`config.mk`:
```
export PLATFORM = sky130hd
export DESIGN_NAME = draw_cmd_encoder
export DESIGN_NICKNAME = d
export VERILOG_FILES = /design/src/rtl/draw_cmd_encoder.sv
export SDC_FILE = /design/constraint.sdc
export NUM_CORES = 1
export LEC_CHECK = 0
export BUFFER_PORTS_ARGS = -buffer_cell sky130_fd_sc_hd__buf_2
export CORE_ASPECT_RATIO = 0.5
export CORE_MARGIN = 8
export CORE_UTILIZATION = 35
export CTS_BUF_LIST = sky130_fd_sc_hd__clkbuf_8
export CTS_CLUSTER_DIAMETER = 120
export DETAILED_ROUTE_END_ITERATION = 12
export GPL_ROUTABILITY_DRIVEN = 1
export PLACE_DENSITY_LB_ADDON = 0.25
export SLEW_MARGIN = 10
export SYNTH_ARGS = -nofsm -noshare
export SYNTH_HDL_FRONTEND = slang
export SYNTH_SLANG_ARGS = --single-unit
```
`constraint.sdc`:
```
create_clock -name clk -period 1.9 [get_ports clk]
set_input_delay 0.095 -clock clk [delete_from_list [all_inputs] [get_ports clk]]
set_output_delay 0.095 -clock clk [all_outputs]
set_load 0.01 [all_outputs]
```
`src/rtl/draw_cmd_encoder.sv`:
```
// draw_cmd_encoder
// Packs one drawing request at a time into one or two 32-bit draw-command
// words and writes them into the command FIFO. The FIFO full flag is honoured.
//
// Ports:
//   clk, rst               clock; synchronous active-high reset
//   req_vld / req_rdy      request handshake (accepted when both high)
//   req_type               0=superpixel, 1=superpixel rect, 2=pixel rect, 3=char
//   req_x0..req_size       request fields (coordinates, colours, char data)
//   ff_full                command FIFO full
//   cmd / cmd_vld          FIFO write data / write enable
//   busy                   a command is being emitted
//   err                    one-cycle pulse when a request fails its range check
//   words_sent             wrapping count of words written to the FIFO
module draw_cmd_encoder #(
  parameter logic [4:0] H_LOGIC_MAX = 5'd31,
  parameter logic [4:0] V_LOGIC_MAX = 5'd23,
  parameter logic [9:0] H_PHY_MAX   = 10'd639,
  parameter logic [8:0] V_PHY_MAX   = 9'd479,
  parameter int         CNT_WIDTH   = 16
) (
  input  logic                 clk,
  input  logic                 rst,
  input  logic                 req_vld,
  output logic                 req_rdy,
  input  logic [1:0]           req_type,
  input  logic [9:0]           req_x0,
  input  logic [8:0]           req_y0,
  input  logic [9:0]           req_x1,
  input  logic [8:0]           req_y1,
  input  logic [7:0]           req_color,
  input  logic [7:0]           req_bg,
  input  logic [7:0]           req_code,
  input  logic [3:0]           req_size,
  input  logic                 ff_full,
  output logic [31:0]          cmd,
  output logic                 cmd_vld,
  output logic                 busy,
  output logic                 err,
  output logic [CNT_WIDTH-1:0] words_sent
);

  typedef enum logic [1:0] {IDLE, SEND_A, SEND_B} state_t;

  state_t                 state;
  logic [31:0]            word_a_reg;
  logic [31:0]            word_b_reg;
  logic                   two_word_reg;
  logic                   err_reg;
  logic [CNT_WIDTH-1:0]   cnt_reg;

  logic                   accept;
  logic                   chk_ok;
  logic                   two_word;
  logic [31:0]            word_a;
  logic [31:0]            word_b;

  // Logic-coordinate limits widened to the request field widths.
  logic [9:0] h_logic_w;
  logic [8:0] v_logic_w;
  assign h_logic_w = {5'd0, H_LOGIC_MAX};
  assign v_logic_w = {4'd0, V_LOGIC_MAX};

  assign req_rdy = (state == IDLE) & ~rst;
  assign accept  = req_vld & req_rdy;
  assign cmd_vld = (state != IDLE) & ~ff_full & ~rst;
  assign busy    = (state != IDLE);
  assign err     = err_reg;
  assign words_sent = cnt_reg;

  // Range check and word build straight from the request inputs; the results
  // are captured into the holding registers at the accepting edge.
  always_comb begin
    chk_ok   = 1'b1;
    two_word = 1'b0;
    word_a   = '0;
    word_b   = '0;
    case (req_type)
      2'd0: begin
        chk_ok = (req_x0 <= h_logic_w) && (req_y0 <= v_logic_w);
        word_a = {4'h0, req_x0[4:0], req_y0[4:0], req_color, 10'd0};
      end
      2'd1: begin
        chk_ok = (req_x0 <= h_logic_w) && (req_x1 <= h_logic_w) &&
                 (req_y0 <= v_logic_w) && (req_y1 <= v_logic_w) &&
                 (req_x0 <= req_x1) && (req_y0 <= req_y1);
        word_a = {4'h1, req_x0[4:0], req_y0[4:0], req_x1[4:0], req_y1[4:0], req_color};
      end
      2'd2: begin
        chk_ok   = (req_x0 <= H_PHY_MAX) && (req_x1 <= H_PHY_MAX) &&
                   (req_y0 <= V_PHY_MAX) && (req_y1 <= V_PHY_MAX) &&
                   (req_x0 <= req_x1) && (req_y0 <= req_y1);
        two_word = 1'b1;
        word_a   = {4'h9, req_x0, req_y0, req_color, 1'b0};
        word_b   = {4'h9, req_x1, req_y1, req_color, 1'b1};
      end
      default: begin
        chk_ok   = (req_x0 <= H_PHY_MAX) && (req_y0 <= V_PHY_MAX) && (req_size != 4'd0);
        two_word = 1'b1;
        word_a   = {4'hA, req_x0, req_y0, req_code, 1'b0};
        word_b   = {4'hA, req_color, req_bg, req_size, 7'd0, 1'b1};
      end
    endcase
  end

  always_ff @(posedge clk) begin
    if (rst) begin
      state        <= IDLE;
      word_a_reg   <= '0;
      word_b_reg   <= '0;
      two_word_reg <= 1'b0;
      err_reg      <= 1'b0;
      cnt_reg      <= '0;
    end else begin
      err_reg <= 1'b0;
      if (cmd_vld)
        cnt_reg <= cnt_reg + 1'b1;
      case (state)
        IDLE: begin
          if (accept) begin
            if (chk_ok) begin
              word_a_reg   <= word_a;
              word_b_reg   <= word_b;
              two_word_reg <= two_word;
              state        <= SEND_A;
            end else begin
              err_reg <= 1'b1;
            end
          end
        end
        SEND_A: begin
          if (cmd_vld)
            state <= two_word_reg ? SEND_B : IDLE;
        end
        SEND_B: begin
          if (cmd_vld)
            state <= IDLE;
        end
        default: state <= IDLE;
      endcase
    end
  end

  // Word on the FIFO bus follows the state; it is held steady through stalls.
  always_comb begin
    case (state)
      SEND_A:  cmd = word_a_reg;
      SEND_B:  cmd = word_b_reg;
      default: cmd = '0;
    endcase
  end

endmodule
```
# After elaboration in Yosys (flattened, before gate mapping)
# Index checks and enable logic that the tools add are counted.
# word_totals
regBits	84
output_inout_bits	52
# classes
eq_ne	8
bitwise_logic	8
addsub	1
n_mux	12
magnitude_cmp	10
n_reduce_logical	21
# op_table
op	n
case mux 32 bit (2 select lines)	2
case mux 32 bit (3 select lines)	1
less-or-equal comparator 10 bit (second input constant)	2
less-or-equal comparator 10 x 5 -> 1 bit (second input constant)	2
less-or-equal comparator 9 x 5 -> 1 bit (second input constant)	2
less-or-equal comparator 9 bit (second input constant)	2
adder 16 x 1 -> 16 bit (second input constant)	1
logical AND 1 bit	13
less-or-equal comparator 10 bit	1
2-to-1 mux 2 bit	5
less-or-equal comparator 9 bit	1
!= test 2 bit (second input constant)	4
case mux 2 bit (3 select lines)	1
bitwise AND 1 bit	4
equality test 2 x 1 -> 1 bit (second input constant)	2
equality test 2 bit (second input constant)	2
logical NOT 2 bit	2
inverter 1 bit	4
AND reduction 4 bit	1
nonzero test 4 bit	1
case mux 1 bit (3 select lines)	1
AND reduction 3 bit	1
OR reduction 3 bit	1
2-to-1 mux 1 bit	2
other kinds (2)	2

# Depth between registers and ports, before layout
# Gate-level depths: netlist of the first run.
# logic_depth
ltp_word	10
depth_mapped	11
ltp_nobuf	9

# Worst setup path before layout of the first run
# No wires, ideal clock.
# synth_path
path_kind	flip-flop to flip-flop
start	register state[1]
end	register word_b_reg[27]
slack_ns	-0.217
path_stages_with_launch	10
arrival_ns	2.036
setup_ns	0.081
path_cell_list	dfxtp_1 > inv_1 > ha_1 > inv_1 > nor2_1 > and2_1 > clkbuf_1 > buf_1 > a21oi_2 > a211oi_2
# synth_via
elab_chain_len	4
# synth_lines
element	line_no	rtl
start, declared	45	state_t state;
start signal, assigned	133	state <= two_word_reg ? SEND_B : IDLE;
logical NOT 2 bit	64	assign req_rdy = (state == IDLE) & ~rst;
bitwise AND 1 bit	64	
named net req_rdy	25	output logic req_rdy,
bitwise AND 1 bit	65	assign accept = req_vld & req_rdy;
AND reduction 3 bit (no line)	n/a	
end signal, assigned	123	word_b_reg <= word_b;
end, declared	47	logic [31:0] word_b_reg;
# The timed path passes the listed nets, and every way through them passes these cells.
# A chain may end at the register's enable or synchronous reset.

# Final worst setup path of the first run
# layout_path
start	input port req_x1[7]
end	register word_a_reg[11]
# layout_via
elab_chain_len	8
elab_cells_between_ends	15
classes_between	order compare: 3; mux: 1; reduce/logical: 11
# layout_lines
element	line_no	rtl
start, declared	29	input logic [9:0] req_x1,
less-or-equal comparator 10 bit / less-or-equal comparator 10 x 5 -> 1 bit (equally long branches)	90, 84	
logical AND 1 bit (on tied branches) (2 in series)	90, 84	
logical AND 1 bit (on tied branches) (2 in series)	91, 85	
logical AND 1 bit (on tied branches)	92, 86	
case mux 1 bit (3 select lines) *	78	case (req_type)
AND reduction 3 bit (no line) *	n/a	
end signal, assigned	122	word_a_reg <= word_a;
end, declared	46	logic [31:0] word_a_reg;
# Mark *: on every way between the ends. The rest lies on a longest branch, timed or not.

==> results of run 1 <==
-- layout make-up --
class / instances / area [sq um] / area share, %
flip-flops and latches: 79 / 1580 / 22.7
well taps: 176 / 220 / 3.15
clock buffers: 9 / 124 / 1.77
multi-input cells: 409 / 3230 / 46.3
repair buffers: 219 / 1640 / 23.4
clock inverters: 6 / 62.6 / 0.896
inverters: 27 / 124 / 1.77
-- kinds of logic after synthesis --
logic type,count (synthesis),synth area share [%]
AO/OA/AOI/OAI,223,34.1
AND/OR/NAND/NOR,143,15.4
flip-flops,79,33.0
other,1,0.0782
adder cells (fa/ha/maj),27,7.05
buffers and inverters,81,7.60
XOR/XNOR,15,2.74
-- layout by cell type, fill, tap and decap left out, drive strengths merged, types with 2 or more instances in the layout --
cell / instances
a211oi: 34
a21o: 2
a21oi: 58
a222oi: 8
a22o: 29
a22oi: 28
a31oi: 10
and2: 3
and3: 5
buf: 214
clkbuf: 14
clkinvlp: 2
dfxtp: 79
ha: 27
inv: 29
nand2: 26
nand3: 23
nand4: 39
nor2: 28
nor2b: 3
nor3: 4
nor4: 4
nor4b: 2
o21ai: 45
or2: 2
xnor2: 3
xor2: 12
-- critical path, stage by stage --
cell and delay (ns):
buf_6 0.08, inv_4 0.03, ha_4 0.25, nand4_1 0.18
a2111oi_4 0.26, a211oi_2 0.08, a2111o_1 0.49, and3_4 0.28
clkbuf_16 0.20, a21oi_2 0.15, a211oi_2 0.05
-- metal layers --
metal / up-vias / share of wire (%) / global-route usage [%]
met5: - / 0 / 0
met4: 0 / 1.7 / 4.76
met3: 29 / 10 / 6.61
met2: 261 / 45 / 28.8
met1: 2522 / 44 / 24.8
li1: 2508 / - / -
-- power breakdown --
group	leakage, nW	switching (W)	total (W)	internal, W
logic	2.07	0.000540	0.000982	0.000442
registers	0.639	0.0000231	0.00171	0.00169
clock network	0.0929	0.000629	0.00123	0.000598
-- synthesized netlist by cell type, drive strengths merged, types with 2 or more instances --
library cell and count:
buf 20, inv 27, nand3 23, and3 5, nor3 4, nor2 28
nand2 26, ha 27, or2 2, nor4b 2, xor2 12, and2 3
dfxtp 79, a22oi 28, a21oi 58, clkbuf 34, nand4 39, a222oi 8
nor2b 3, a211oi 34, a21o 2, a31oi 10, o21ai 45, a22o 29
nor4 4, xnor2 3
-- stage by stage --
stage / setup TNS (ns) / setup slack (ns) / utilization, % / hold WS (ns) / instances
2_1_floorplan: -4.40 / -0.0944 / - / 0.244 / 569
3_3_place_gp: -24.02 / -0.411 / 46.0 / 0.443 / 901
3_5_place_dp: -25.75 / -0.456 / 46.0 / 0.448 / 901
4_1_cts: 0 / 0.00129 / 48.0 / 0.0697 / 918
5_1_grt: -4.01 / -0.111 / 51.8 / 0.0778 / 925
6_report: -0.505 / -0.0554 / 51.8 / 0.0758 / 925
-- what timing repair did --
item | CTS | global route
gates cloned | 1 | 6
pin swaps | 1 | 15
setup buffers | 1 | 1
resized for setup | 14 | 76
setup endpoints to repair | 86 | 93
-- how the worst max path moves through the flow --
stage / start / to / cells past startpoint
after global routing: req_x1[3] / word_a_reg[13] / 12
after detailed placement: req_x1[5] / word_a_reg[10] / 11
final: req_x1[7] / word_a_reg[11] / 11
after CTS: req_type[1] / state[1] / 10
after floorplan: req_x1[5] / word_b_reg[27] / 11
after global placement: req_x1[5] / word_a_reg[13] / 11
==> flow_summary.toml, run 1 <==
[placed_design]
dpl-instance-area_sq_um = 6200
io_buffers = 122
gp_congestion = 0.898
dp_hpwl_mm = 12.9

[logic_synthesis]
synth_edf_count = 0
synthFlopType = "dfxtp_1"
ys_types = 47
synthArstFlopShare_pct = 0
synth_nets = 668
syn_avg_cell_area_sq_um = 8.42
syn-instance-count = 569
ys_ff_latch = 79
synth_top_area_share_pct = 33.0
synth_area_sq_um = 4790
ys_warn_count = 0
yosys-top-cells-area = "dfxtp_1, ha_1, a21oi_2"
yosys.area.top_type = "dfxtp_1"
synth_seq_area_share_pct = 33.0

[drt]
drc = 0
drtAntennaViolNets = 0
vias = 5320
drt-vias-per-instance = 5.75
drt_iter0_markers = 456
drt-total-wl_mm = 18.4
avgRoutedWirePerCell_microns = 19.9
dr.pass1.iters = 6

[status]
outcome = "complete, but fails checks"
violations = "negative setup slack"

[pwr]
peakVddDrop_mv = 0.274
cellLeakagePower_nw = 2.80
fin_total_pwr_w = 0.00392
pwr_density_cell_nw_per_um2 = 561

[clock_network]
cts_tree = "built"
root_buffer = "clkbuf_8"
cts_hold_buf = 0
clkTransAtPathRegs_ns = 0.09
clock_path_buffers = 2
clock_sinks = 79
htree_levels = 3
clk_latency_ns = 0.36
numCtsBuffers = 9

[timing]
setup_viol = 21
rsz0062_at_grt = "true"
slew_headroom_pct = 37.2
finalClockSkew_ns = 0.00990
drv_slew = 0
period_needed_ns = 1.96
fin_ws_ns = -0.0554
finalCritPeriodShare_pct = 103
finalHoldViolCount = 0
tightest_slew_ns = 0.942
fmax_mhz = 511

[flow_run]
max-cap-violations = 0

[floorplan]
ioPinCount = 124
start_util_pct = 35.6
fp.dieH_microns = 98.8
row_count = 30
die_width_microns = 182
die_area_sq_um = 17900
core_sq_um = 13500

[critical_path]
cp.arrival_ns = 2.15
rrSetupSlack_ns = 0.08
path_max_fanout = 9
critPathCaptureType = "register"
path_class = "in -> reg"
reg2reg_depth = 8
start_kind = "primary input"
required_ns = 2.10
r2r-end = "word_b_reg[13]"
rr_startpoint = "state[0]"

[grt]
antenna_found_initial = 0
grt_max_degree = 79
grt_pass1_wl_mm = 27.6
grt_pass1_vias = 5057
track_usage_pct = 18.8
grt_remaining_overflow = 0

[worst_hold_path]
hp-class = "in -> reg"
hold_end = "word_b_reg[1]"
min_path_cells = 3
hp-start = "req_color[0]"

[cells_and_area]
fillers = 1282
drive_gt1_share_pct = 44.1
fin_nets = 844
num_antenna_cells = 0
final_area_sq_um = 6980
largest_reg_flops = 31
syn2layout_area_growth_pct = 45.7
(Power assumes the default switching activity.)
==> run 2: changes to the inputs <==
- SKIP_CTS_REPAIR_TIMING: not set -> 1
==> flow_summary.toml, run 2 (synthesized netlist as in run 1, its figures left out) <==
[status]
outcome = "complete, but fails checks"
violations = "negative setup slack"

[timing]
fin_hold_ws_ns = 0.0824
setup_viol = 21
rsz0062_at_grt = "true"
drv_slew = 0
tightest_slew_ns = 0.942
slew_headroom_pct = 37.2
period_needed_ns = 1.95
finalCritPeriodShare_pct = 102
finalHoldViolCount = 0
fin_ws_ns = -0.0457
finalClockSkew_ns = 0.0117
fmax_mhz = 514

[critical_path]
worst_path_largest_cell_delay_ns = 0.49
cp.arrival_ns = 2.14
path_delay_family = "compound AO/OA/AOI/OAI gates"
crit_buf_inv = 3
crit_chain = "buf_8, inv_4, ha_4, nand4_1, a2111oi_4, a211oi_2, a2111o_1, and3_4, clkbuf_16, a21oi_4, a211oi_2"
critPathCaptureType = "register"
cpMostUsedCell = "a211oi_2"
required_ns = 2.09
start_kind = "primary input"
path_class = "in -> reg"
slowest_stage = "a2111o_1"
path_max_fanout = 7

[floorplan]
row_count = 30
core_sq_um = 13500
ioPinCount = 124
die_area_sq_um = 17900
die_width_microns = 182
fp.dieH_microns = 98.8
start_util_pct = 35.6

[grt]
grt_max_degree = 79
grt_remaining_overflow = 0
grt_pass1_wl_mm = 27.3
antenna_found_initial = 0
track_usage_pct = 18.6
grt_pass1_vias = 5031

[clock_network]
numCtsBuffers = 9
clock_path_buffers = 2
clock_sinks = 79
root_buffer = "clkbuf_8"
clkTransAtPathRegs_ns = 0.09
cts_tree = "built"
clk_latency_ns = 0.35
htree_levels = 3

[cells_and_area]
drive_gt1_share_pct = 46.1
largest_reg_flops = 31
final_area_sq_um = 7200
num_antenna_cells = 0
fin_nets = 847
utilization_pct = 53.4
syn2layout_area_growth_pct = 50.2
final_common_cell = "buf_2"
final_cells = 928
final_cell_mix = "buf_2, buf_4, dfxtp_1"

[drt]
avgRoutedWirePerCell_microns = 20.4
drc = 0
drt-total-wl_mm = 18.9
dr.pass1.iters = 10
drt_iter0_markers = 626
drtAntennaViolNets = 0
vias = 5373
drt-vias-per-instance = 5.79

[placed_design]
dp_cells = 901
gp_congestion = 0.898
io_buffers = 122
post-place-ws_ns = -0.456
dp_hpwl_mm = 12.9
dpl-instance-area_sq_um = 6200

[flow_run]
max-cap-violations = 0

[pwr]
peakVddDrop_mv = 0.314
pwr_density_cell_nw_per_um2 = 554
cellLeakagePower_nw = 2.84

[worst_hold_path]
hp-class = "in -> reg"
==> run 2: layer usage <==
layer / GRT usage [%] / vias up / wire length (microns)
li1: - / 2514 / -
met1: 24.6 / 2580 / 8500
met2: 28.3 / 239 / 8340
met3: 6.53 / 38 / 1790
met4: 4.63 / 2 / 278
met5: 0 / - / 11
==> run 2: final timing paths <==
path,start,end,slack (ns),depth (start not counted)
hold reg to reg,word_a_reg[2],word_a_reg[2],0.48,2
setup / recovery,req_x1[3],word_a_reg[10],-0.05,11
hold / removal,req_color[0],word_b_reg[1],0.08,3
setup reg to reg,state[1],word_b_reg[13],0.11,8
==> run 2: worst register-to-register path: stages (launching register included) <==
cell and delay (ns):
dfxtp_1 0.32, inv_1 0.11, ha_4 0.16, inv_1 0.05
nor2_1 0.23, and2_4 0.29, buf_12 0.24, a21oi_2 0.09
a211oi_1 0.21
==> run 2: cell type report <==
cell class	instances	area, sq um
Fill cell	1243	6270
Multi-Input combinational cell	410	3340
Timing Repair Buffer	221	1750
Sequential cell	79	1580
Tap cell	176	220
Inverter	27	126
Clock buffer	9	124
Clock inverter	6	62.6
==> run 2: report_power, final <==
| group | switching [W] | internal [W] |
|---|---|---|
| sequential | 0.0000246 | 0.00169 |
| clock | 0.000629 | 0.000598 |
| combinational | 0.000569 | 0.000479 |
==> run 2: stage by stage <==
stage	power (W)	setup TNS, ns
floorplan	0.00217	-4.40
global placement	0.00254	-24.02
detailed placement	0.00255	-25.75
CTS	0.00377	-6.19
global route	0.00416	-1.79
finish	0.00399	-0.316
==> run 3: changes to the inputs <==
- SETUP_SLACK_MARGIN: not set -> 0.3
==> flow_summary.toml, run 3 (synthesized netlist as in run 1, its figures left out) <==
[grt]
globalRouteMet2Util_pct = 30.3
grt_pass1_vias = 5053
grtUsageMet1_pct = 25.3
use_met3_pct = 3.85
antenna_found_initial = 0
grt_pass1_wl_mm = 27.6
track_usage_pct = 18.8
grt_max_degree = 44
grt_remaining_overflow = 0
busiest_layer = "met2"

[cells_and_area]
largest_reg_flops = 31
final_cell_mix = "buf_2, dfxtp_1, buf_4"
final_cells = 923
syn2layout_area_growth_pct = 57.3
final_common_cell = "buf_2"
num_antenna_cells = 0
fin_nets = 841
drive_gt1_share_pct = 50.1
fillers = 1206
utilization_pct = 56.0

[critical_path]
cp.arrival_ns = 2.13
crit_buf_inv = 3
start_kind = "primary input"
cpMostUsedCell = "a211oi_2"
slowest_stage = "a2111o_1"
path_class = "in -> reg"
path_max_fanout = 12
worst_path_largest_cell_delay_ns = 0.48
crit_chain = "buf_8, inv_4, ha_4, nand4_1, a2111oi_4, a211oi_2, a2111o_1, and3_4, clkbuf_16, a21oi_2, a211oi_2"
critPathCaptureType = "register"
path_delay_family = "compound AO/OA/AOI/OAI gates"
required_ns = 2.13

[clock_network]
clkTransAtPathRegs_ns = 0.09
clock_sinks = 79
clock_path_buffers = 2
htree_levels = 3
root_buffer = "clkbuf_8"
numCtsBuffers = 9
clk_latency_ns = 0.37
cts_tree = "built"

[timing]
tightest_slew_ns = 0.624
period_needed_ns = 1.89
fmax_mhz = 528
slew_headroom_pct = 58.2
finalHoldViolCount = 0
rsz0062_at_grt = "true"
drv_slew = 0
finalClockSkew_ns = 0.0139
fin_hold_ws_ns = 0.0833
setup_viol = 0
finalCritPeriodShare_pct = 99.7

[floorplan]
row_count = 30
ioPinCount = 124
die_width_microns = 182
die_area_sq_um = 17900
start_util_pct = 35.6
core_sq_um = 13500
fp.dieH_microns = 98.8

[drt]
drt-vias-per-instance = 5.88
vias = 5429
drc = 0
drtAntennaViolNets = 0
drt-total-wl_mm = 19.8
dr.pass1.iters = 5
drt_iter0_markers = 432
avgRoutedWirePerCell_microns = 21.4

[status]
outcome = "finished clean"

[placed_design]
dp_hpwl_mm = 13.1
io_buffers = 122
dp_cells = 889
gp_congestion = 0.903

[pwr]
p_seq_share_pct = 40.4
cellLeakagePower_nw = 2.88
p_sw_w = 0.00129
swShare_pct = 30.4
clkPwrFrac_pct = 34.3
pwr_density_cell_nw_per_um2 = 562
peakVddDrop_mv = 0.294
combPwrFrac_pct = 25.2
p_int_w = 0.00295

[worst_hold_path]
hp-class = "in -> reg"

[flow_run]
max-cap-violations = 0
## run 3: changes by cell type in the layout (fill, tap and decap cells not counted), moves of 5 or more
cell	change
nand3_1	-12
o21ai_0	-6
nor2_1	-5
nand3_2	+7
buf_4	-11
nand3_4	+5
inv_2	-5
## run 3: area by class of cell
class	instances	area, sq um	area share, %
Sequential cell	79	1590	21.1
Timing Repair Buffer	215	1790	23.7
Inverter	27	154	2.04
Clock buffer	10	138	1.83
Multi-Input combinational cell	410	3560	47.2
Tap cell	176	220	2.92
Clock inverter	6	90.1	1.19
## run 3: per-stage QoR
stage	TNS [ns]	setup slack, ns	power (W)	area, sq um
finish	0	0.00636	0.00423	7540
global route	-0.495	-0.0261	0.00438	7540
CTS	-7.57	-0.184	0.00401	6470
detailed placement	-26.39	-0.458	0.00257	6240
global placement	-24.99	-0.433	0.00257	6240
floorplan	-4.39	-0.0943	0.00219	5050
## run 3: power by group through the flow
stage                     logic, W  registers (W)  clock network (W)
after floorplan           0.000444        0.00174                  0
after global placement    0.000819        0.00175                  0
after detailed placement  0.000823        0.00175                  0
after CTS                 0.000826        0.00171            0.00148
after global routing       0.00113        0.00172            0.00154
final                      0.00107        0.00171            0.00145
## run 3: routing by layer
| layer | vias to the layer above | share of wire [%] |
|---|---|---|
| li1 | 2514 | - |
| met1 | 2640 | 45 |
| met2 | 252 | 46 |
| met3 | 23 | 7.8 |
| met4 | 0 | 1.3 |
| met5 | - | 0 |
## run 3: tightest hold or removal path, stage by stage
cell and delay, ns:
buf_2 0.15, nand4_1 0.10, a21oi_1 0.06
## run 3: worst paths after layout
path | slack (ns) | end | depth (start not counted) | from
worst min-delay path | 0.08 | word_b_reg[4] | 3 | req_color[3]
worst min register to register | 0.47 | word_a_reg[29] | 2 | word_a_reg[29]
worst max register to register | 0.15 | state[1] | 7 | state[1]
worst max-delay path | 0.006 | word_a_reg[10] | 11 | req_x1[2]
